==> src/rtl/ber_pkg.sv <==
// Shared definitions for the BER measurement controller: FSM state encoding
// and default datapath widths.
package ber_pkg;

    localparam int DEF_WIDTH = 8;
    localparam int DEF_WIN_W = 32;
    localparam int DEF_CNT_W = 40;

    typedef enum logic [1:0] {
        ST_IDLE    = 2'd0,
        ST_MEASURE = 2'd1,
        ST_FLUSH   = 2'd2,
        ST_DONE    = 2'd3
    } ber_state_e;

endpackage

==> src/rtl/ber_measure_ctrl_if.sv <==
// Host/stream-side bundle of the BER measurement controller.
// Optional alarm signals exist only when BER_ALARM_EN is defined.
interface ber_measure_ctrl_if #(
    parameter int WIDTH = 8,
    parameter int WIN_W = 32,
    parameter int CNT_W = 40
) ();

    logic             start;
    logic             abort;
    logic [WIN_W-1:0] win_len;
    logic             byte_valid;
    logic [WIDTH-1:0] tx_byte;
    logic [WIDTH-1:0] rx_byte;
    logic             busy;
    logic             done;
    logic [CNT_W-1:0] err_bits;
    logic [WIN_W-1:0] err_bytes;
    logic [WIN_W-1:0] byte_cnt;
`ifdef BER_ALARM_EN
    logic [CNT_W-1:0] err_thresh;
    logic             alarm;

    modport master (
        output start, abort, win_len, byte_valid, tx_byte, rx_byte, err_thresh,
        input  busy, done, err_bits, err_bytes, byte_cnt, alarm
    );

    modport slave (
        input  start, abort, win_len, byte_valid, tx_byte, rx_byte, err_thresh,
        output busy, done, err_bits, err_bytes, byte_cnt, alarm
    );
`else
    modport master (
        output start, abort, win_len, byte_valid, tx_byte, rx_byte,
        input  busy, done, err_bits, err_bytes, byte_cnt
    );

    modport slave (
        input  start, abort, win_len, byte_valid, tx_byte, rx_byte,
        output busy, done, err_bits, err_bytes, byte_cnt
    );
`endif

endinterface

==> src/rtl/bit_err_popcnt.sv <==
// Combinational bit-error count between an expected and a received word,
// plus a flag marking the word as errored.
module bit_err_popcnt #(
    parameter int WIDTH = 8,
    parameter int PC_W  = $clog2(WIDTH + 1)
) (
    input  logic [WIDTH-1:0] tx,
    input  logic [WIDTH-1:0] rx,
    output logic [PC_W-1:0]  pc,
    output logic             nz
);

    logic [WIDTH-1:0] diff;

    assign diff = tx ^ rx;
    assign nz   = |diff;

    // NOTE: pc gets a default before the loop so no path leaves it unassigned (no latch).
    always_comb begin
        pc = '0;
        for (int i = 0; i < WIDTH; i++) begin
            pc = pc + PC_W'(diff[i]);
        end
    end

endmodule

==> src/rtl/ber_measure_ctrl.sv <==
// Sequences one bit-error-ratio window: compares tx/rx words through a two-stage
// pipe and reports saturating error counts. BER_ALARM_EN adds a threshold alarm.
module ber_measure_ctrl
    import ber_pkg::*;
#(
    parameter int WIDTH = DEF_WIDTH,
    parameter int WIN_W = DEF_WIN_W,
    parameter int CNT_W = DEF_CNT_W
) (
    input logic              clk,
    input logic              rst,
    ber_measure_ctrl_if.slave bus
);

    localparam int PC_W = $clog2(WIDTH + 1);

    ber_state_e       state_q, state_d;
    logic [WIN_W-1:0] win_len_q;
    logic [WIN_W-1:0] byte_cnt_q;
    logic [WIN_W-1:0] err_bytes_q;
    logic [CNT_W-1:0] err_bits_q;
    logic [CNT_W-1:0] err_bits_d;
    logic [CNT_W:0]   bits_sum;
    logic [PC_W-1:0]  pc, pc_q;
    logic             nz, nz_q, pipe_vld_q;
    logic             start_ok, accept, last_word, stage2;

    bit_err_popcnt #(.WIDTH(WIDTH), .PC_W(PC_W)) u_popcnt (
        .tx (bus.tx_byte),
        .rx (bus.rx_byte),
        .pc (pc),
        .nz (nz)
    );

    assign start_ok  = (state_q == ST_IDLE) && bus.start && !bus.abort;
    assign accept    = (state_q == ST_MEASURE) && bus.byte_valid && !bus.abort;
    assign last_word = accept && ((byte_cnt_q + WIN_W'(1)) == win_len_q);
    assign stage2    = pipe_vld_q && ((state_q == ST_MEASURE) || (state_q == ST_FLUSH));

    // Widen by one bit so a carry out of the accumulator pins it at all-ones.
    always_comb begin
        bits_sum   = {1'b0, err_bits_q} + (CNT_W + 1)'(pc_q);
        err_bits_d = err_bits_q;
        if (stage2) begin
            err_bits_d = bits_sum[CNT_W] ? '1 : bits_sum[CNT_W-1:0];
        end
    end

    always_comb begin
        state_d = state_q;
        unique case (state_q)
            ST_IDLE: begin
                if (start_ok) begin
                    state_d = (bus.win_len == '0) ? ST_DONE : ST_MEASURE;
                end
            end
            ST_MEASURE: begin
                if (bus.abort)      state_d = ST_IDLE;
                else if (last_word) state_d = ST_FLUSH;
            end
            ST_FLUSH: state_d = bus.abort ? ST_IDLE : ST_DONE;
            ST_DONE:  state_d = ST_IDLE;
        endcase
    end

    // NOTE: all state updates use non-blocking assignments so every register samples pre-edge values.
    always_ff @(posedge clk) begin
        if (rst) begin
            state_q     <= ST_IDLE;
            win_len_q   <= '0;
            byte_cnt_q  <= '0;
            err_bits_q  <= '0;
            err_bytes_q <= '0;
            pc_q        <= '0;
            nz_q        <= 1'b0;
            pipe_vld_q  <= 1'b0;
        end else begin
            state_q <= state_d;
            if (start_ok) begin
                win_len_q   <= bus.win_len;
                byte_cnt_q  <= '0;
                err_bits_q  <= '0;
                err_bytes_q <= '0;
                pc_q        <= '0;
                nz_q        <= 1'b0;
                pipe_vld_q  <= 1'b0;
            end else begin
                pipe_vld_q <= accept;
                if (accept) begin
                    pc_q       <= pc;
                    nz_q       <= nz;
                    byte_cnt_q <= byte_cnt_q + WIN_W'(1);
                end
                err_bits_q <= err_bits_d;
                if (stage2) begin
                    err_bytes_q <= err_bytes_q + WIN_W'(nz_q);
                end
            end
        end
    end

    assign bus.busy      = (state_q == ST_MEASURE) || (state_q == ST_FLUSH);
    assign bus.done      = (state_q == ST_DONE);
    assign bus.err_bits  = err_bits_q;
    assign bus.err_bytes = err_bytes_q;
    assign bus.byte_cnt  = byte_cnt_q;

`ifdef BER_ALARM_EN
    logic [CNT_W-1:0] thresh_q;
    logic             alarm_q;

    // Compare against the next count so the alarm is already up when done pulses.
    always_ff @(posedge clk) begin
        if (rst) begin
            thresh_q <= '0;
            alarm_q  <= 1'b0;
        end else if (start_ok) begin
            thresh_q <= bus.err_thresh;
            alarm_q  <= 1'b0;
        end else if (err_bits_d > thresh_q) begin
            alarm_q  <= 1'b1;
        end
    end

    assign bus.alarm = alarm_q;
`endif

endmodule

==> src/flat_wrapper.sv <==
// flat-port wrapper written by rule: the top's interface ports become plain ports
module ber_measure_ctrl_flat import ber_pkg::*;
#(
    parameter int WIDTH = DEF_WIDTH,
    parameter int WIN_W = DEF_WIN_W,
    parameter int CNT_W = DEF_CNT_W
)
  (clk, rst, bus_start, bus_abort, bus_win_len, bus_byte_valid, bus_tx_byte, bus_rx_byte, bus_busy, bus_done, bus_err_bits, bus_err_bytes, bus_byte_cnt);
  ber_measure_ctrl_if #(.WIDTH(WIDTH), .WIN_W(WIN_W), .CNT_W(CNT_W)) bus_i ();
  input logic clk;
  input logic rst;
  input wire logic [$bits(bus_i.start)-1:0] bus_start;
  input wire logic [$bits(bus_i.abort)-1:0] bus_abort;
  input wire logic [$bits(bus_i.win_len)-1:0] bus_win_len;
  input wire logic [$bits(bus_i.byte_valid)-1:0] bus_byte_valid;
  input wire logic [$bits(bus_i.tx_byte)-1:0] bus_tx_byte;
  input wire logic [$bits(bus_i.rx_byte)-1:0] bus_rx_byte;
  output wire logic [$bits(bus_i.busy)-1:0] bus_busy;
  output wire logic [$bits(bus_i.done)-1:0] bus_done;
  output wire logic [$bits(bus_i.err_bits)-1:0] bus_err_bits;
  output wire logic [$bits(bus_i.err_bytes)-1:0] bus_err_bytes;
  output wire logic [$bits(bus_i.byte_cnt)-1:0] bus_byte_cnt;
  assign bus_i.start = bus_start;
  assign bus_i.abort = bus_abort;
  assign bus_i.win_len = bus_win_len;
  assign bus_i.byte_valid = bus_byte_valid;
  assign bus_i.tx_byte = bus_tx_byte;
  assign bus_i.rx_byte = bus_rx_byte;
  assign bus_busy = bus_i.busy;
  assign bus_done = bus_i.done;
  assign bus_err_bits = bus_i.err_bits;
  assign bus_err_bytes = bus_i.err_bytes;
  assign bus_byte_cnt = bus_i.byte_cnt;
  ber_measure_ctrl #(.WIDTH(WIDTH), .WIN_W(WIN_W), .CNT_W(CNT_W)) u_core (.clk(clk), .rst(rst), .bus(bus_i));
endmodule
==> config.mk <==
export PLATFORM = sky130hd
export DESIGN_NAME = ber_measure_ctrl_flat
export DESIGN_NICKNAME = d
export VERILOG_FILES = /design/src/rtl/ber_pkg.sv /design/src/rtl/ber_measure_ctrl_if.sv /design/src/rtl/bit_err_popcnt.sv /design/src/rtl/ber_measure_ctrl.sv /design/src/flat_wrapper.sv
export SDC_FILE = /design/constraint.sdc
export NUM_CORES = 1
export LEC_CHECK = 0
export ABC_AREA = 1
export CORE_AREA = 2 2 123 125
export CTS_BUF_LIST = sky130_fd_sc_hd__clkbuf_4
export DETAILED_ROUTE_END_ITERATION = 6
export DIE_AREA = 0 0 125 127
export PLACE_DENSITY = 0.88
export SYNTH_ARGS = -nofsm -noshare
export SYNTH_HDL_FRONTEND = slang
export SYNTH_SLANG_ARGS = --single-unit
==> constraint.sdc <==
create_clock -name clk -period 11.2 [get_ports clk]
set_clock_uncertainty 0.15 [all_clocks]
set_input_delay 2.8 -clock clk [delete_from_list [all_inputs] [get_ports clk]]
set_output_delay 2.8 -clock clk [all_outputs]
set_load 0.1 [all_outputs]
Word level (Yosys, flattened, before mapping):

Cells that the tools add are included.

* flip-flop bits (word level): 144
* input bits: 53
* output and inout bits: 106
* logic and storage cells: 45

* add/subtract/negate cells: 10
* equality and inequality tests: 6
* muxes and demuxes: 7
* bitwise logic cells: 1
* reduce and logical (&&, ||, !) cells: 13

Operator list (number)
* 40-bit by 4-bit adder with 41-bit output: 1
* 40-bit two-way mux: 1
* 32-bit by 1-bit adder with 32-bit output: 1
* 32-bit by 1-bit adder with 32-bit output, second input constant: 1
* 32-bit equality test: 1
* 32-bit zero test: 1
* 4-bit by 1-bit adder with 4-bit output: 4
* 2-bit two-way mux: 5
* 2-bit case mux with 4 select lines: 1
* 8-bit OR reduction: 1
* 8-bit XOR: 1
* 1-bit logical AND: 6
* 3-bit by 1-bit adder with 4-bit output: 1
* 2-bit equality test, second input constant: 2
* 2-bit by 1-bit adder with 3-bit output: 1
* 3-bit by 2-bit != test with 1-bit output, second input constant: 1
* 1-bit by 1-bit adder with 2-bit output: 1
* 2-bit by 1-bit equality test with 1-bit output, second input constant: 1
* 2-bit zero test: 1
* 2-bit by 1-bit != test with 1-bit output, second input constant: 1
* 2-bit AND reduction: 1
* 2-bit OR reduction: 1
* 1-bit zero test: 1
* 1-bit logical OR: 1

Longest topological paths before layout:

Gate-level depths: netlist of run 1.

* depth after elaboration: 8
* depth in mapped cells: 18

By module:

Synthesis of run 1 repeated with hierarchy kept, for this count alone.

* cell total of the unflattened synthesis: 1330
* area, all modules: 8635.8 um2

By module, submodules not included
* ber_measure_ctrl: instances 1, cells an instance 1273, area an instance 8294.2 um2, seq. area each 2882.8 um2
* bit_err_popcnt: instances 1, cells an instance 57, area an instance 341.6 um2, seq. area each 0.0 um2

Worst setup path before layout of run 1:

Ideal clock, no wire load.

* path kind: input port to flip-flop
* from: in bus_rx_byte[1]
* to: reg u_core.pc_q[2]
* library setup time: 0.070 ns
* arrival time: 5.364 ns
* required time: 10.980 ns
* setup slack: 5.616 ns
* cell stages on the path: 10
* buffers on the path: 0
* cell sequence: xnor2_1 fa_1 fa_1 fa_1 inv_1 ha_1 inv_1 fa_1 xor2_1 a21oi_1

* word-level cells in the longest chain between the ends: 8

RTL lines
* start: declaration: RTL line flat_wrapper.sv:17 `input wire logic [$bits(bus_i.rx_byte)-1:0] bus_rx_byte;`
* 8-bit XOR: RTL line bit_err_popcnt.sv:15 `assign diff = tx ^ rx;`
* 1-bit by 1-bit adder with 2-bit output: RTL line bit_err_popcnt.sv:22 `pc = pc + PC_W'(diff[i]);`
* 2-bit by 1-bit adder with 3-bit output: RTL line bit_err_popcnt.sv:22
* 3-bit by 1-bit adder with 4-bit output: RTL line bit_err_popcnt.sv:22
* 4-bit by 1-bit adder with 4-bit output (4 in a row): RTL line bit_err_popcnt.sv:22
* end signal: assignment: RTL line ber_measure_ctrl.sv:90 `pc_q <= pc;`
* end: declaration: RTL line ber_measure_ctrl.sv:24 `logic [PC_W-1:0] pc, pc_q;`

Every way passes these cells.
A chain may end at the register's enable or synchronous reset.

Worst setup path after layout of run 1:

* from: in bus_abort
* to: reg u_core.byte_cnt_q[22], in the netlist u_core.bus.byte_cnt[22]

* word-level cells in the longest chain between the ends: 3
* elaborated cells between the ends (all ways): 4
* those cells by class: 4 x reduce/logical

RTL lines
* start: declaration: RTL line flat_wrapper.sv:13 `input wire logic [$bits(bus_i.abort)-1:0] bus_abort;`
* 1-bit zero test *: RTL line ber_measure_ctrl.sv:35, ber_measure_ctrl.sv:36
* 1-bit logical AND: RTL line ber_measure_ctrl.sv:35 `assign start_ok = (state_q == ST_IDLE) && bus.start && !bus.abort;`
* 2-bit OR reduction (no line)
* end signal: assignment: RTL line ber_measure_ctrl.sv:92 `byte_cnt_q <= byte_cnt_q + WIN_W'(1);`
* end: declaration: RTL line ber_measure_ctrl.sv:19 `logic [WIN_W-1:0] byte_cnt_q;`

Every way passes the cells marked *; elsewhere a longest branch is shown, timed or not.

==> flow_metrics.env, run 1 <==
export IMPL_power_share_combinational_pct=30.6
export IMPL_worstMarginPinSlew_ns=1.17
export IMPL_hold_viol_final=0
export IMPL_synth_enable_flop_cells=0
export IMPL_fin_nets=1481
export IMPL_dp_final_hpwl_um=16900
export IMPL_synth_seq_area_share_pct=34.3
export IMPL_synth_ff_type="dfxtp_1"
export IMPL_dieHeight_um=127
export IMPL_postSynthRegisterBits=144
export IMPL_setup_viol=0
export IMPL_switching_share_pct=38.8
export IMPL_total_leakage_power_nw=4.17
export IMPL_dr_first_iter_drc_count=725
export IMPL_setup_tns_ns=0
export IMPL_grt_max_degree=65
export IMPL_floorplan_initialDensity_pct=58.3
export IMPL_syn_area_per_cell_um2=6.68
export IMPL_route_detailed_drc=0
export IMPL_grt_setup_unrepaired="no"
export IMPL_cts_buffer_depth=2
export IMPL_drt_total_wl_um=22600
export IMPL_grt_pass1_wl_um=36900
export IMPL_start_kind="input port"
export IMPL_timing_critical_path_required_ns=11.53
export IMPL_dr_total_vias=8694
export IMPL_cap_violations=0
export IMPL_timing_worst_setup_path_type="in2reg"
export IMPL_pwr_share_clk_pct=24.6
export IMPL_class_of_the_worst_hold_path="reg2reg"
export IMPL_worstSetupEndpointType="flip-flop"
export IMPL_post_cts_buffers=0
export IMPL_routed_wire_length_per_instance_um=14.1
export IMPL_worstSkewPairLatency_ns=0.60
export IMPL_worst_case_headroom_to_the_max_slew_limit_pct=21.7
export IMPL_number_of_buffers_added_by_the_clock_tree_synthesis_step=17
export IMPL_switching_power_w=0.000509
export IMPL_final_layout_size_suffix_gt1_share_pct=6.35
export IMPL_timing_max_transition_violations_final=0
export IMPL_async_flop_share_pct=0
export IMPL_power_density_cell_area_mw_per_mm2=126
export IMPL_synth_warnings=0
export IMPL_postCtsResizedCells=0
export IMPL_initial_antenna_violation_count=1
export IMPL_route_antenna_remaining_nets=0
export IMPL_mostFrequentLayoutCells="nand2_1, inv_1, clkdlybuf4s50_1"
export IMPL_placed_cell_count=1572
export IMPL_fmaxAchievable_mhz=173
export IMPL_netlist_instances=1259
export IMPL_postPlaceCellArea_mm2=0.0101
export IMPL_layout_area_overhead_vs_synth_pct=23.5
export IMPL_grt_pass1_vias=7886
export IMPL_postSynthNetCount=1333
export IMPL_maximum_fanout_encountered_on_the_critical_timing_path=64
export IMPL_outcome="complete, no violations"
export IMPL_via_per_inst=5.42
export IMPL_finish_instance_area_mm2=0.0104
export IMPL_die_width_um=125
export IMPL_cts_tree="done"
export IMPL_rows=44
export IMPL_cts_hold_repair_buffers=0
export IMPL_clock_root_buffer="clkbuf_4"
export IMPL_floorplan_core_area_mm2=0.0144
export IMPL_period_minus_slack_ns=5.79
export IMPL_clk_sink_count=144
export IMPL_gpl_final_weighted_congestion=0.921
export IMPL_vdd_drop_max_mv=0.162
export IMPL_layout_cells_most_common="nand2_1"
export IMPL_die_area_mm2=0.0159
export IMPL_stdcell_count=1603
export IMPL_grt_util_all_layers_pct=28.2
export IMPL_timing_final_crit_share_pct=51.7
export IMPL_netlist_area_mm2=0.00841
export IMPL_n_fill_cell=1213
export IMPL_cts_clk_slew_worst_paths_ns=0.12
export IMPL_io_buffer_count=158
export IMPL_intPower_w=0.000803
export IMPL_share_seq_of_total_power_pct=44.7
export IMPL_global_route_total_overflow=0
export IMPL_critical_path_arrival_ns=6.12
export IMPL_synth_lib_cells_used_distinct=43
export IMPL_drtPass1Iterations=6
export IMPL_htree_levels=4
export IMPL_io_pins=159
through the flow:
| step | setup WS (ns) | hold slack, ns | utilization, % | total power [W] |
|---|---|---|---|---|
| after floorplan | 5.62 | 0.281 | - | 0.000887 |
| final | 5.41 | 0.329 | 72.1 | 0.00131 |
| after detailed placement | 4.87 | 0.312 | 70.3 | 0.000997 |
| after global routing | 5.13 | 0.345 | 72.1 | 0.00138 |
| after global placement | 4.98 | 0.309 | 70.3 | 0.000986 |
| after CTS | 5.51 | 0.329 | 72.0 | 0.00131 |
logic make-up (layout without fill, tap and decap cells):
family / after synthesis / count (layout) / synth area share, %
compound gates: 237 / 237 / 14.9
xor+xnor: 36 / 36 / 3.91
fa+ha+maj: 21 / 21 / 3.57
buf+inv: 214 / 373 / 9.59
flops: 144 / 144 / 34.3
other cells: 0 / 1 / 0
simple gates: 607 / 607 / 33.7
layer usage:
metal  share of wire, %  global-route usage (%)
met3                6.6                    5.65
met4                3.4                    12.5
met2                 47                    47.0
met5                  0                       0
met1                 43                    35.5
final cells by class:
| class | count | area (um2) | share of cell area, % |
|---|---|---|---|
| inverters | 183 | 687 | 6.61 |
| flip-flops and latches | 144 | 2880 | 27.7 |
| diodes | 1 | 2.50 | 0.0241 |
| well taps | 184 | 230 | 2.22 |
| clock buffers | 18 | 135 | 1.30 |
| repair buffers | 160 | 1600 | 15.4 |
| clock inverters | 12 | 121 | 1.17 |
| multi-input cells | 901 | 4740 | 45.6 |
power groups by stage:
stage,Clock (W),Sequential [W],Combinational [W]
6_report,0.000323,0.000587,0.000402
5_1_grt,0.000347,0.000592,0.000438
4_1_cts,0.000326,0.000585,0.000401
3_5_place_dp,0,0.000597,0.000400
3_3_place_gp,0,0.000596,0.000390
2_1_floorplan,0,0.000674,0.000213
flip-flops by register name, indices dropped and copies added (netlist names):
signal	flops
u_core.bus.err_bits	40
u_core.bus.byte_cnt	32
u_core.bus.err_bytes	32
u_core.win_len_q	32
u_core.pc_q	4
u_core.state_q	2
u_core.nz_q	1
u_core.pipe_vld_q	1
path summary, 6_finish.rpt:
check | startpoint | endpoint | slack (ns) | cells past startpoint
worst max register to register | u_core.state_q[1] | u_core.bus.byte_cnt[22] | 7.52 | 10
worst max-delay path | bus_abort | u_core.bus.byte_cnt[22] | 5.41 | 10
worst min-delay path | u_core.pc_q[0] | u_core.pc_q[0] | 0.33 | 2
worst min register to register | u_core.pc_q[0] | u_core.pc_q[0] | 0.33 | 2
worst max-delay path, stage by stage:
cell	delay (ns)
clkdlybuf4s50_1	0.47
inv_1	0.12
nand3_2	0.74
inv_1	0.41
nor2_4	0.04
buf_4	0.30
inv_2	0.92
nor2_1	0.08
o21ai_0	0.13
inv_1	0.06
Yosys cell counts, types with 2 or more instances:
master / count / share of area, %
a21oi_1: 106 / 6.3
a221oi_1: 2 / 0.21
a31oi_1: 10 / 0.74
and2_1: 3 / 0.22
and3_1: 2 / 0.15
buf_2: 3 / 0.18
clkbuf_1: 27 / 1.2
dfxtp_1: 144 / 34
fa_1: 5 / 1.2
ha_1: 16 / 2.4
inv_1: 178 / 7.9
inv_2: 4 / 0.18
nand2_1: 287 / 13
nand2_2: 8 / 0.59
nand2_4: 3 / 0.40
nand3_1: 89 / 5.3
nand3_2: 5 / 0.59
nand3b_1: 6 / 0.54
nand4_1: 17 / 1.3
nor2_1: 110 / 4.9
nor2_2: 15 / 1.1
nor2_4: 6 / 0.80
nor2_8: 5 / 1.2
nor3_1: 26 / 1.5
nor3_2: 3 / 0.36
nor3b_1: 5 / 0.45
nor4_1: 12 / 0.89
o211ai_1: 7 / 0.62
o21a_1: 4 / 0.36
o21ai_0: 95 / 5.7
o21ai_1: 9 / 0.54
o221a_2: 2 / 0.27
or2_2: 2 / 0.15
xnor2_1: 13 / 1.4
xor2_1: 22 / 2.3
Note: power is estimated with default switching activity, not from simulation.
==> run 2: changes to the inputs <==
--- a/config.mk
+++ b/config.mk
@@ -6,11 +6,11 @@
 export NUM_CORES = 1
 export LEC_CHECK = 0
 export ABC_AREA = 1
-export CORE_AREA = 2 2 123 125
+export CORE_AREA = 2 2 135 137
 export CTS_BUF_LIST = sky130_fd_sc_hd__clkbuf_4
 export DETAILED_ROUTE_END_ITERATION = 6
-export DIE_AREA = 0 0 125 127
-export PLACE_DENSITY = 0.88
+export DIE_AREA = 0 0 137 139
+export PLACE_DENSITY = 0.77
 export SYNTH_ARGS = -nofsm -noshare
 export SYNTH_HDL_FRONTEND = slang
 export SYNTH_SLANG_ARGS = --single-unit
==> constraint.sdc (replaced) <==
create_clock -name clk -period 4.7 [get_ports clk]
set_clock_uncertainty 0.15 [all_clocks]
set_input_delay 1.175 -clock clk [delete_from_list [all_inputs] [get_ports clk]]
set_output_delay 1.175 -clock clk [all_outputs]
set_load 0.1 [all_outputs]
==> flow_metrics.env, run 2 (same netlist as run 1, synthesis figures left out) <==
export IMPL_outcome="complete, no violations"
export IMPL_layout_cells_most_common="nand2_1"
export IMPL_grt_met1_usage_pct=30.8
export IMPL_grt_max_degree=64
export IMPL_floorplan_core_area_mm2=0.0177
export IMPL_timing_worst_setup_path_type="in2reg"
export IMPL_floorplan_initialDensity_pct=47.6
export IMPL_place_ws_ns=0.135
export IMPL_whs_path_depth=2
export IMPL_number_of_buffers_added_by_the_clock_tree_synthesis_step=17
export IMPL_dr_total_vias=8589
export IMPL_grt_pass1_wl_um=37300
export IMPL_global_route_total_overflow=0
export IMPL_layout_area_overhead_vs_synth_pct=24.7
export IMPL_dr_first_iter_drc_count=577
export IMPL_worstSetupEndpointType="flip-flop"
export IMPL_cts_buffer_depth=2
export IMPL_cts_clk_slew_worst_paths_ns=0.12
export IMPL_final_layout_size_suffix_gt1_share_pct=6.47
export IMPL_route_detailed_drc=0
export IMPL_timing_max_transition_violations_final=0
export IMPL_worstMarginPinSlew_ns=1.08
export IMPL_drt_total_wl_um=22600
export IMPL_clk_sink_count=144
export IMPL_worstSkewPairLatency_ns=0.58
export IMPL_dieHeight_um=139
export IMPL_finish_instance_area_mm2=0.0105
export IMPL_cts_tree="done"
export IMPL_io_buffer_count=158
export IMPL_period_minus_slack_ns=3.98
export IMPL_cap_violations=0
export IMPL_worst_case_headroom_to_the_max_slew_limit_pct=28.0
export IMPL_finalWorstSetupSlack_ns=0.716
export IMPL_fmaxAchievable_mhz=251
export IMPL_class_of_the_worst_hold_path="reg2reg"
export IMPL_die_width_um=137
export IMPL_postPlaceCellArea_mm2=0.0102
export IMPL_postCtsResizedCells=0
export IMPL_timing_final_crit_share_pct=84.8
export IMPL_total_leakage_power_nw=4.19
export IMPL_hold_viol_final=0
export IMPL_vdd_drop_max_mv=0.337
export IMPL_grt_busiest_layer="met2"
export IMPL_timing_critical_path_required_ns=4.98
export IMPL_critical_path_arrival_ns=4.27
export IMPL_setup_tns_ns=0
export IMPL_post_cts_buffers=0
export IMPL_rows=49
export IMPL_initial_antenna_violation_count=1
export IMPL_io_pins=159
export IMPL_number_of_flip_flops_under_the_largest_register_name=40
export IMPL_mostFrequentLayoutCells="nand2_1, inv_1, clkdlybuf4s50_1"
export IMPL_fin_nets=1483
export IMPL_routed_wire_length_per_instance_um=13.7
export IMPL_grt_setup_unrepaired="no"
export IMPL_grt_util_all_layers_pct=24.3
export IMPL_power_density_cell_area_mw_per_mm2=303
export IMPL_gr_usage_met3_pct=4.97
export IMPL_setup_viol=0
export IMPL_grt_pass1_vias=7947
export IMPL_globalRouteMet2Util_pct=41.1
export IMPL_gpl_final_weighted_congestion=0.897
export IMPL_worst_r2r_path_cells=14
export IMPL_via_per_inst=5.20
export IMPL_drtPass1Iterations=5
export IMPL_clock_root_buffer="clkbuf_4"
export IMPL_route_antenna_remaining_nets=0
export IMPL_cts_hold_repair_buffers=0
export IMPL_dp_final_hpwl_um=17000
export IMPL_htree_levels=4
export IMPL_start_kind="input port"
export IMPL_die_area_mm2=0.0190
export IMPL_maximum_fanout_encountered_on_the_critical_timing_path=2
## run 2: report_power, final
group,internal [W],leakage [nW],switching (W)
sequential,0.00131,1.17,0.0000843
combinational,0.000298,2.88,0.000664
clock,0.000363,0.149,0.000463
total,0.00197,4.19,0.00121
## run 2: critical path: stages
cell and delay, ns:
clkdlybuf4s50_1 0.41, xnor2_1 0.28, fa_1 0.50, fa_1 0.53
fa_1 0.49, inv_1 0.07, ha_1 0.16, inv_1 0.06
fa_1 0.38, xor2_1 0.14, a21oi_1 0.08
## run 2: cell type report
type / count / area, um2
antenna: 2 / 5.00
clock buffer: 18 / 135
clock inverter: 14 / 148
fill: 1714 / 7160
inverter: 183 / 687
multi-input combinational: 901 / 4740
sequential: 144 / 2880
tap: 229 / 287
timing repair buffer: 162 / 1610
## run 2: per-stage QoR
| stage | util [%] | instances | hold slack (ns) | total power (W) |
|---|---|---|---|---|
| 2_1_floorplan | - | 1259 | 0.281 | 0.00211 |
| 3_3_place_gp | 57.8 | 1619 | 0.306 | 0.00236 |
| 3_5_place_dp | 57.8 | 1619 | 0.312 | 0.00238 |
| 4_1_cts | 59.4 | 1651 | 0.329 | 0.00320 |
| 5_1_grt | 59.4 | 1653 | 0.350 | 0.00336 |
| 6_report | 59.4 | 1653 | 0.323 | 0.00318 |
## run 2: path summary, 6_finish.rpt
path / start / end / slack (ns)
min reg2reg: u_core.win_len_q[10] / u_core.win_len_q[10] / 0.32
max: bus_rx_byte[1] / u_core.pc_q[2] / 0.72
min: u_core.win_len_q[10] / u_core.win_len_q[10] / 0.32
max reg2reg: u_core.state_q[0] / u_core.bus.err_bytes[30] / 1.43
## run 2: per-layer routing
| metal | wire [um] | part of all wire, % | vias up |
|---|---|---|---|
| met2 | 11100 | 49 | 247 |
| met1 | 9720 | 43 | 3916 |
| met5 | 0 | 0 | - |
| met3 | 1370 | 6.1 | 42 |
| met4 | 379 | 1.7 | 0 |
| li1 | - | - | 4384 |
==> run 3: changes to the inputs <==
--- a/config.mk
+++ b/config.mk
@@ -6,11 +6,11 @@
 export NUM_CORES = 1
 export LEC_CHECK = 0
 export ABC_AREA = 1
-export CORE_AREA = 2 2 135 137
+export CORE_AREA = 2 2 128 130
 export CTS_BUF_LIST = sky130_fd_sc_hd__clkbuf_4
 export DETAILED_ROUTE_END_ITERATION = 6
-export DIE_AREA = 0 0 137 139
-export PLACE_DENSITY = 0.77
+export DIE_AREA = 0 0 130 132
+export PLACE_DENSITY = 0.82
 export SYNTH_ARGS = -nofsm -noshare
 export SYNTH_HDL_FRONTEND = slang
 export SYNTH_SLANG_ARGS = --single-unit
==> constraint.sdc (replaced) <==
create_clock -name clk -period 4 [get_ports clk]
set_clock_uncertainty 0.15 [all_clocks]
set_input_delay 1 -clock clk [delete_from_list [all_inputs] [get_ports clk]]
set_output_delay 1 -clock clk [all_outputs]
set_load 0.1 [all_outputs]
==> flow_metrics.env, run 3 (same netlist as run 1, synthesis figures left out) <==
export IMPL_outcome="complete, no violations"
export IMPL_grt_pass1_wl_um=36500
export IMPL_class_of_the_worst_hold_path="reg2reg"
export IMPL_initial_antenna_violation_count=1
export IMPL_crit_slowest_cell="fa_1"
export IMPL_grt_max_degree=64
export IMPL_fin_nets=1489
export IMPL_grt_setup_unrepaired="no"
export IMPL_via_per_inst=5.22
export IMPL_layout_cells_most_common="nand2_1"
export IMPL_critical_path_top_cell_by_count="fa_1"
export IMPL_worstSetupEndpointType="flip-flop"
export IMPL_worstSkewPairLatency_ns=0.54
export IMPL_critPathMaxStageDelay_ns=0.52
export IMPL_dp_final_hpwl_um=17100
export IMPL_io_pins=159
export IMPL_placed_cell_count=1612
export IMPL_gr_usage_met3_pct=5.80
export IMPL_dr_first_iter_drc_count=613
export IMPL_cap_violations=0
export IMPL_io_buffer_count=158
export IMPL_route_detailed_drc=0
export IMPL_floorplan_core_area_mm2=0.0157
export IMPL_floorplan_initialDensity_pct=53.5
export IMPL_total_leakage_power_nw=4.25
export IMPL_start_kind="input port"
export IMPL_postLayoutCoreUtil_pct=65.9
export IMPL_finish_instance_area_mm2=0.0104
export IMPL_postCtsResizedCells=0
export IMPL_postPlaceCellArea_mm2=0.0102
export IMPL_cts_tree="done"
export IMPL_mostFrequentLayoutCells="nand2_1, inv_1, dfxtp_1"
export IMPL_critical_path_arrival_ns=4.12
export IMPL_worstMarginPinSlew_ns=1.01
export IMPL_maximum_fanout_encountered_on_the_critical_timing_path=2
export IMPL_setup_viol=0
export IMPL_cts_hold_repair_buffers=0
export IMPL_grt_met1_usage_pct=33.0
export IMPL_global_route_total_overflow=0
export IMPL_timing_worst_setup_path_type="in2reg"
export IMPL_place_ws_ns=-0.370
export IMPL_dieHeight_um=132
export IMPL_timing_critical_path_required_ns=4.32
export IMPL_cts_clk_slew_worst_paths_ns=0.11
export IMPL_htree_levels=4
export IMPL_die_width_um=130
export IMPL_globalRouteMet2Util_pct=43.9
export IMPL_grt_busiest_layer="met2"
export IMPL_worstPathCellList="clkdlybuf4s50_1 > xnor2_1 > fa_1 > fa_1 > fa_1 > inv_1 > ha_1 > inv_1 > fa_1 > xor2_1 > a21oi_1"
export IMPL_clk_sink_count=144
export IMPL_post_cts_buffers=0
export IMPL_clock_root_buffer="clkbuf_4"
export IMPL_worst_case_headroom_to_the_max_slew_limit_pct=32.2
export IMPL_die_area_mm2=0.0172
export IMPL_power_density_cell_area_mw_per_mm2=338
export IMPL_number_of_buffers_added_by_the_clock_tree_synthesis_step=17
export IMPL_grt_util_all_layers_pct=26.3
export IMPL_fmaxAchievable_mhz=263
export IMPL_finalWorstSetupSlack_ns=0.199
export IMPL_gpl_final_weighted_congestion=0.901
export IMPL_routed_wire_length_per_instance_um=13.6
export IMPL_fin_hold_ws_ns=0.329
export IMPL_timing_final_crit_share_pct=95.0
export IMPL_layout_area_overhead_vs_synth_pct=23.1
export IMPL_route_antenna_remaining_nets=0
export IMPL_final_layout_size_suffix_gt1_share_pct=9.06
export IMPL_drtPass1Iterations=5
export IMPL_period_minus_slack_ns=3.80
export IMPL_dr_total_vias=8572
export IMPL_drt_total_wl_um=22400
export IMPL_hold_viol_final=0
export IMPL_grt_pass1_vias=7949
export IMPL_rows=46
export IMPL_timing_max_transition_violations_final=0
export IMPL_cts_buffer_depth=2
export IMPL_vdd_drop_max_mv=0.381
export IMPL_stdcell_count=1642
export IMPL_number_of_flip_flops_under_the_largest_register_name=40
==> run 3: cell types whose count changed in the layout (fill, tap and decap cells not counted) <==
cell             previous run  this run
buf_12                      0         1
buf_4                       4        42
clkinv_2                    3         5
clkinv_1                    5         3
clkinv_4                    1         0
clkdlybuf4s50_1           158       125
bufinv_16                   3         0
==> run 3: per-layer routing <==
layer  up-vias  share of wire [%]  routed length (um)
met5         -                  0                   0
li1       4408                  -                   -
met3        52                6.1                1370
met1      3828                 43                9690
met4         0                3.1                 702
met2       284                 47               10600
==> run 3: stage by stage <==
stage | total power (W) | TNS [ns]
after detailed placement | 0.00279 | -0.695
after CTS | 0.00351 | 0
after global placement | 0.00277 | -0.578
after floorplan | 0.00248 | 0
after global routing | 0.00370 | 0
final | 0.00350 | 0
==> run 3: final timing paths <==
path,start,to,slack [ns],cells after the start
setup / recovery,bus_rx_byte[0],u_core.pc_q[2],0.20,11
hold / removal,u_core.win_len_q[5],u_core.win_len_q[5],0.33,2
setup reg to reg,u_core.state_q[0],u_core.bus.err_bytes[30],0.93,14
hold reg to reg,u_core.win_len_q[5],u_core.win_len_q[5],0.33,2
==> run 3: where the power goes <==
| group | switching, W | internal, W |
|---|---|---|
| Combinational | 0.000782 | 0.000347 |
| Clock | 0.000506 | 0.000226 |
| Sequential | 0.0000971 | 0.00154 |
| Total | 0.00139 | 0.00211 |
==> run 3: area by class of cell <==
cell class / instances / area [um2]
tap: 216 / 270
inverter: 183 / 687
fill: 1473 / 5360
antenna: 2 / 5.00
multi-input combinational: 901 / 4740
clock inverter: 10 / 51.3
sequential: 144 / 2880
clock buffer: 18 / 135
timing repair buffer: 168 / 1590
==> run 3: worst max-delay path, delay by kind of cell <==
| family | cells | cell delay (ns) |
|---|---|---|
| compound gates | 1 | 0.14 |
| xor+xnor | 2 | 0.44 |
| fa+ha+maj | 5 | 2.01 |
| buf+inv | 3 | 0.53 |
